[config.mk]
export PLATFORM = sky130hd
export DESIGN_NAME = mlp_param_loader
export DESIGN_NICKNAME = d
export VERILOG_FILES = /design/src/rtl/mlp_param_loader.sv
export SDC_FILE = /design/constraint.sdc
export NUM_CORES = 1
export LEC_CHECK = 0
export BUFFER_PORTS_ARGS = -buffer_cell sky130_fd_sc_hd__buf_2
export CORE_MARGIN = 5
export CORE_UTILIZATION = 45
export CTS_CLUSTER_SIZE = 20
export DETAILED_ROUTE_END_ITERATION = 10
export GPL_ROUTABILITY_DRIVEN = 0
export GPL_TIMING_DRIVEN = 0
export HOLD_SLACK_MARGIN = 0.1
export PLACE_DENSITY = 0.72
export SYNTH_ARGS = -nofsm -noshare
export SYNTH_HDL_FRONTEND = slang
export SYNTH_SLANG_ARGS = --single-unit
export TNS_END_PERCENT = 1
[constraint.sdc]
create_clock -name clk -period 1.9 [get_ports clk]
set_clock_uncertainty 0.1 [all_clocks]
set_input_delay 0.285 -clock clk [delete_from_list [all_inputs] [get_ports clk]]
set_output_delay 0.285 -clock clk [all_outputs]
set_load 0.05 [all_outputs]
[src/rtl/mlp_param_loader.sv]
// Streams an input vector, weights and biases into registered MLP parameter
// banks, then fires a one-cycle control pulse so the MLP can start computing.
module mlp_param_loader #(
  parameter int M  = 3,
  parameter int N  = 3,
  parameter int QM = 3,
  parameter int QN = 5,
  localparam int DW = QM + QN
) (
  input  logic                                 clk,
  input  logic                                 nrst,
  input  logic                                 start,
  input  logic                                 x_only,
  input  logic                                 in_valid,
  output logic                                 in_ready,
  input  logic signed [DW-1:0]                 in_data,
  output logic [N-1:0][DW-1:0]                 x,
  output logic [M-2:0][N-1:0][N-1:0][DW-1:0]   w,
  output logic [M-2:0][N-1:0][DW-1:0]          b,
  output logic                                 init,
  output logic                                 initial_flag,
  output logic                                 weight_flag,
  output logic                                 busy,
  output logic                                 done
);

  localparam int CW = (N > 1) ? $clog2(N) : 1;
  localparam int LW = (M > 2) ? $clog2(M - 1) : 1;
  localparam logic [CW-1:0] LAST_N = CW'(N - 1);
  localparam logic [LW-1:0] LAST_L = LW'(M - 2);

  typedef enum logic [2:0] {
    IDLE,
    LOAD_X,
    LOAD_W,
    LOAD_B,
    FIRE
  } state_t;

  state_t         state;
  logic [CW-1:0]  cnt_k;
  logic [CW-1:0]  cnt_j;
  logic [LW-1:0]  cnt_l;
  logic           reload_x_only;

  logic accept;
  logic last_x;
  logic last_w;
  logic last_b;
  logic go_fire;

  assign accept  = in_valid & in_ready;
  assign last_x  = (state == LOAD_X) && (cnt_k == LAST_N);
  assign last_w  = (state == LOAD_W) && (cnt_k == LAST_N) && (cnt_j == LAST_N) && (cnt_l == LAST_L);
  assign last_b  = (state == LOAD_B) && (cnt_j == LAST_N) && (cnt_l == LAST_L);
  assign go_fire = accept & ((last_x & reload_x_only) | last_b);

  // NOTE: state, counters and outputs are all sequential, so every assignment
  // in this block is non-blocking; the combinational decode above is read-only here.
  always_ff @(posedge clk or negedge nrst) begin
    if (!nrst) begin
      state         <= IDLE;
      cnt_k         <= '0;
      cnt_j         <= '0;
      cnt_l         <= '0;
      reload_x_only <= 1'b0;
      in_ready      <= 1'b0;
      busy          <= 1'b0;
      done          <= 1'b0;
      init          <= 1'b0;
      initial_flag  <= 1'b0;
      weight_flag   <= 1'b0;
      // NOTE: the parameter banks are flops, not RAM, so they can and do take
      // the async reset; the MLP must never see stale weights after a reset.
      x             <= '0;
      w             <= '0;
      b             <= '0;
    end else begin
      done         <= go_fire;
      init         <= go_fire;
      initial_flag <= go_fire;
      weight_flag  <= go_fire & ~reload_x_only;

      case (state)
        IDLE: begin
          if (start) begin
            reload_x_only <= x_only;
            cnt_k         <= '0;
            cnt_j         <= '0;
            cnt_l         <= '0;
            state         <= LOAD_X;
            in_ready      <= 1'b1;
            busy          <= 1'b1;
          end
        end

        LOAD_X: begin
          if (accept) begin
            x[cnt_k] <= in_data;
            if (cnt_k == LAST_N) begin
              cnt_k <= '0;
              if (reload_x_only) begin
                state    <= FIRE;
                in_ready <= 1'b0;
              end else begin
                state <= LOAD_W;
              end
            end else begin
              cnt_k <= cnt_k + CW'(1);
            end
          end
        end

        LOAD_W: begin
          if (accept) begin
            w[cnt_l][cnt_j][cnt_k] <= in_data;
            if (last_w) begin
              cnt_k <= '0;
              cnt_j <= '0;
              cnt_l <= '0;
              state <= LOAD_B;
            end else if (cnt_k != LAST_N) begin
              cnt_k <= cnt_k + CW'(1);
            end else if (cnt_j != LAST_N) begin
              cnt_k <= '0;
              cnt_j <= cnt_j + CW'(1);
            end else begin
              cnt_k <= '0;
              cnt_j <= '0;
              cnt_l <= cnt_l + LW'(1);
            end
          end
        end

        LOAD_B: begin
          if (accept) begin
            b[cnt_l][cnt_j] <= in_data;
            if (last_b) begin
              cnt_j    <= '0;
              cnt_l    <= '0;
              state    <= FIRE;
              in_ready <= 1'b0;
            end else if (cnt_j != LAST_N) begin
              cnt_j <= cnt_j + CW'(1);
            end else begin
              cnt_j <= '0;
              cnt_l <= cnt_l + LW'(1);
            end
          end
        end

        FIRE: begin
          state <= IDLE;
          busy  <= 1'b0;
        end

        default: begin
          state    <= IDLE;
          in_ready <= 1'b0;
          busy     <= 1'b0;
        end
      endcase
    end
  end

endmodule

# After elaboration in Yosys (flattened, before gate mapping)
# Index checks and enable logic that the tools add are counted.
[word_totals]
output_inout_bits = 222
wordCells = 145
regBits = 229
[classes]
reduce_logical = 23
bitwise = 8
n_eq_ne = 17
muxes = 52
magnitude_cmp = 6
addsub = 3
[ops]
columns = ["cell", "count"]
rows = [
  ["144-bit bitwise mux", 1],
  ["72-bit demux with 1-bit select", 1],
  ["72-bit 2-to-1 mux", 1],
  ["48-bit bitwise mux", 1],
  ["24-bit demux with 2-bit select", 1],
  ["24-bit 2-to-1 mux", 2],
  ["8-bit demux with 2-bit select", 2],
  ["24-bit bitwise mux", 1],
  ["24-bit demux with 1-bit select", 1],
  ["2-bit 2-to-1 mux", 12],
  ["3-bit 2-to-1 mux", 8],
  ["2-bit inequality test (second input constant)", 9],
  ["8-bit 2-to-1 mux", 2],
  ["7-bit AND reduction", 2],
  ["1-bit 2-to-1 mux", 13],
  ["2-bit case mux with 3 select lines", 2],
  ["3-bit case mux with 4 select lines", 1],
  ["2-bit AND reduction", 5],
  ["1-bit logical AND", 9],
  ["3-bit by 2-bit equality test with 1-bit output (second input constant)", 2],
  ["2-bit by 3-bit < comparator with 1-bit output (second input constant)", 2],
  ["3-bit nonzero test", 2],
  ["5-bit AND reduction", 1],
  ["2-bit by 1-bit adder with 2-bit output (second input constant)", 2],
  ["19 further kinds", 26],
]

# Logic depth before layout (Yosys ltp)
[logic_depth]
ltp_word = 9
ltp_mapped = 6

# Worst setup path before layout
# No wires, ideal clock.
[synth_timing]
path_type = "reg-to-reg"
startpoint = "register in_ready"
endpoint = "register w[126] (netlist bit)"
n_path_buf = 2
arrival_time_ns = 1.784
slack_ns = -0.112
required_ns = 1.672
setup_time_ns = 0.128
stages_incl_launch_ff = 6
synth_period_minus_slack_ns = 2.012
path_cell_list = "dfrtp_1 > and3b_1 > buf_6 > buf_6 > nand3_2 > mux2_1"
[synth_between]
elab_chain_cells = 2
[synth_rtl]
columns = ["item", "line_no", "source"]
rows = [
  ["from (decl)", "15", "output logic in_ready,"],
  ["from (signal assigned)", "67", "in_ready <= 1'b0;"],
  ["from (signal assigned)", "92", "in_ready <= 1'b1;"],
  ["from (signal assigned)", "104", "in_ready <= 1'b0;"],
  ["1-bit AND", "52", "assign accept = in_valid & in_ready;"],
  ["2-bit AND reduction (no line)", "-", ""],
  ["to (signal, indexed assignment)", "116", "w[cnt_l][cnt_j][cnt_k] <= in_data;"],
  ["to (decl)", "18", "output logic [M-2:0][N-1:0][N-1:0][DW-1:0] w,"],
]
# Every way passes these cells.
# A chain may end at the register's enable or synchronous reset.

# Worst setup path after layout
[layout_timing]
startpoint = "register state[0]"
endpoint = "register w[4] (netlist bit)"
[layout_between]
elab_chain_cells = 2
[layout_rtl]
columns = ["item", "line_no", "source"]
rows = [
  ["from (decl)", "40", "state_t state;"],
  ["from (signal assigned)", "62", "state <= IDLE;"],
  ["from (signal assigned)", "91", "state <= LOAD_X;"],
  ["from (signal assigned)", "103", "state <= FIRE;"],
  ["3-bit by 2-bit equality test with 1-bit output", "84", "case (state)"],
  ["2-bit AND reduction (no line)", "-", ""],
]
# Every way passes these cells.

==> metrics.yaml <==
hp-class: "in2reg"
yosys.area.top_type_share_pct: 62.7
clock_sink_count: 229
layout-drive-gt1-share_pct: 63.4
dp_cells: 1082
synth_most_common_cell: "dfrtp_1"
syn_area_mm2: 0.00914
grt.busiest_layer: "met2"
cp-end-kind: "flop"
drt_wl_total_um: 22800
antenna-diode-count: 0
dp_hpwl_um: 15800
fin_nets: 873
synth_top_area_cell: "dfrtp_1"
clk_latency_ns: 0.51
synth.yosys.warnings: 0
fin_cells: 1144
worstSetupPathType: "reg2reg"
dpl_cell_area_mm2: 0.0107
grt_pass1_wl_um: 36300
synth_edf_count: 0
regArea_mm2: 0.00573
wl_per_cell_um: 19.9
crit_arrival_ns: 2.31
ant_nets: 0
clkTransAtPathRegs_ns: 0.06
start_util_pct: 45.5
synthTopCellsByArea: "dfrtp_1, mux2_2, nand3_2, clkbuf_1, buf_6"
p_total_mw: 16.6
clockBufferDepth: 3
grt_max_degree: 123
slowest_delay_ns: 0.44
synthArstFlopShare_pct: 100
tightest_slew_ns: 0.827
synthDistinctLibCells: 41
violations: "setup timing"
cp-start-kind: "flop"
maxCapViolCount: 0
slew_violations: 0
ios: 235
powerDensity_mw_per_mm2: 1410
io_buffer_count: 234
clkPwrFrac_pct: 28.3
min_period_ns: 2.01
root_buffer: "clkbuf_16"
fillers: 1619
grt_util_met2_pct: 32.6
fp-row-count: 52
die_area_mm2: 0.0233
antenna_found_initial: 0
syn2layout_area_growth_pct: 28.5
use_met3_pct: 4.03
yosysSeqAreaShare_pct: 62.7
switchingPower_mw: 6.52
syn-num-nets: 592
max_freq_ghz: 0.497
power_frac_seq_pct: 36.9
path_max_fanout: 10
p_leak_nw: 6.45
grt_pass1_vias: 6007
p_int_mw: 10.1
multi_input_area_mm2: 0.00325
design_area_mm2: 0.0118
setup_viol: 105
crit_path_cell_trace: "buf_4 > nor3_4 > nand3_2 > mux2_2"
core_area_mm2: 0.0201
synth_seq_cells: 229
die_w_um: 153
synth_commonest_cells: "dfrtp_1, mux2_2, nand3_2"
slowest_stage: "dfrtp_1"
fin_ws_ns: -0.113
drc: 0
via_per_inst: 5.12
synthCells: 577
p_comb_share_pct: 34.8
die_h_um: 153
min_period_over_period_pct: 106
syn_area_per_cell_um2: 15.8
status: "complete, but fails checks"
numCtsBuffers: 25
grtUsageTotal_pct: 19.4
slew_headroom_pct: 44.8
cts_tree: "done"
vias: 5854
overflow: 0
synth_ff_type: "dfrtp_1"
drt-initial-drc-count: 208
htree_levels: 1
hold_viol: 0
peakVddDrop_mv: 1.09
rsz0062_at_grt: "true"
switching_share_pct: 39.2
first_pass_iters: 4
critPathRequiredTime_ns: 2.20
grt_use_met1_pct: 26.0
-- power by group through the flow --
stage          clock network (mW)  registers [mW]  logic [mW]
2_1_floorplan                   0            8.84        1.61
3_3_place_gp                    0            6.18        5.60
3_5_place_dp                    0            6.21        5.67
4_1_cts                      4.82            6.14        5.77
5_1_grt                      5.07            6.24        6.08
6_report                     4.70            6.14        5.78
-- logic make-up after synthesis --
group	synth area share (%)
adder cells (fa/ha/maj)	0.274
multiplexers	27.3
XOR/XNOR	0.0958
buffers and inverters	2.45
AO/OA/AOI/OAI	0.917
flip-flops	62.7
AND/OR/NAND/NOR	6.31
-- critical path: cells and delay by family, from the launching register on --
family | cells | cell delay (ns)
buffers and inverters | 1 | 0.21
and+or+nand+nor | 2 | 0.77
DFF | 1 | 0.44
muxes | 1 | 0.37
-- what timing repair did --
| action | in CTS | in global routing |
|---|---|---|
| setup buffers | 4 | 4 |
| hold buffers | 11 | 0 |
| pin swaps | 2 | 2 |
| hold endpoints to repair | 155 | 0 |
| resized for setup | 11 | 10 |
| setup endpoints to repair | 192 | 210 |
| gates cloned | 0 | 0 |
-- final timing paths --
path	slack, ns	depth (start not counted)	end	from
max	-0.11	4	w[4]	state[0]
max in group asynchronous	0.32	3	w[6]	nrst
min in group asynchronous	0.31	2	w[83]	nrst
min reg2reg	0.36	1	weight_flag	reload_x_only
min	0.11	2	w[105]	in_data[1]
max reg2reg	-0.11	4	w[4]	state[0]
-- metrics by stage --
stage | hold slack, ns | setup TNS [ns] | setup WS (ns) | util (%)
final | 0.114 | -5.93 | -0.113 | 58.5
after global routing | 0.106 | -15.70 | -0.166 | 58.5
after CTS | 0.100 | -6.82 | -0.103 | 58.1
after detailed placement | 0.314 | -21.65 | -0.301 | 53.2
after global placement | 0.358 | -840.37 | -4.02 | 53.0
after floorplan | -0.111 | 0 | 0.0710 | -
-- layout by cell type (no fill, tap or decap), drive strengths merged, types with 2 or more instances in the layout --
master and instances:
a21oi 5, and3 2, and4 2, and4b 2
and4bb 3, buf 259, clkbuf 57, clkinv 4
dfrtp 229, dlygate4sd3 11, ha 2, inv 7
mux2 217, mux2i 5, nand2 5, nand3 25
nand3b 4, nand4 2, nand4b 4, nor2 3
nor2b 4, nor3 2, nor3b 2, o21ai 3
o22ai 2
-- sequential cells by signal, summed over array words and instances (netlist names) --
signal and count:
state 3, reload_x_only 1, weight_flag 1, cnt_j 2, w 144, cnt_l 1
b 48, done 1, cnt_k 2, in_ready 1, x 24, busy 1
-- area by class of cell --
type | count | share of cell area (%)
Sequential cell | 229 | 48.8
Multi-Input combinational cell | 305 | 27.7
Timing Repair Buffer | 254 | 11.8
Clock buffer | 35 | 6.15
Tap cell | 270 | 2.87
Buffer | 38 | 1.88
Clock inverter | 8 | 0.639
Inverter | 5 | 0.160
-- layer usage --
metal | share of wire, % | up-vias
met3 | 5.3 | 32
met2 | 49 | 156
met5 | 0 | -
met1 | 43 | 3030
met4 | 2.3 | 0
li1 | - | 2636
Power figures use the tool's default switching activity.
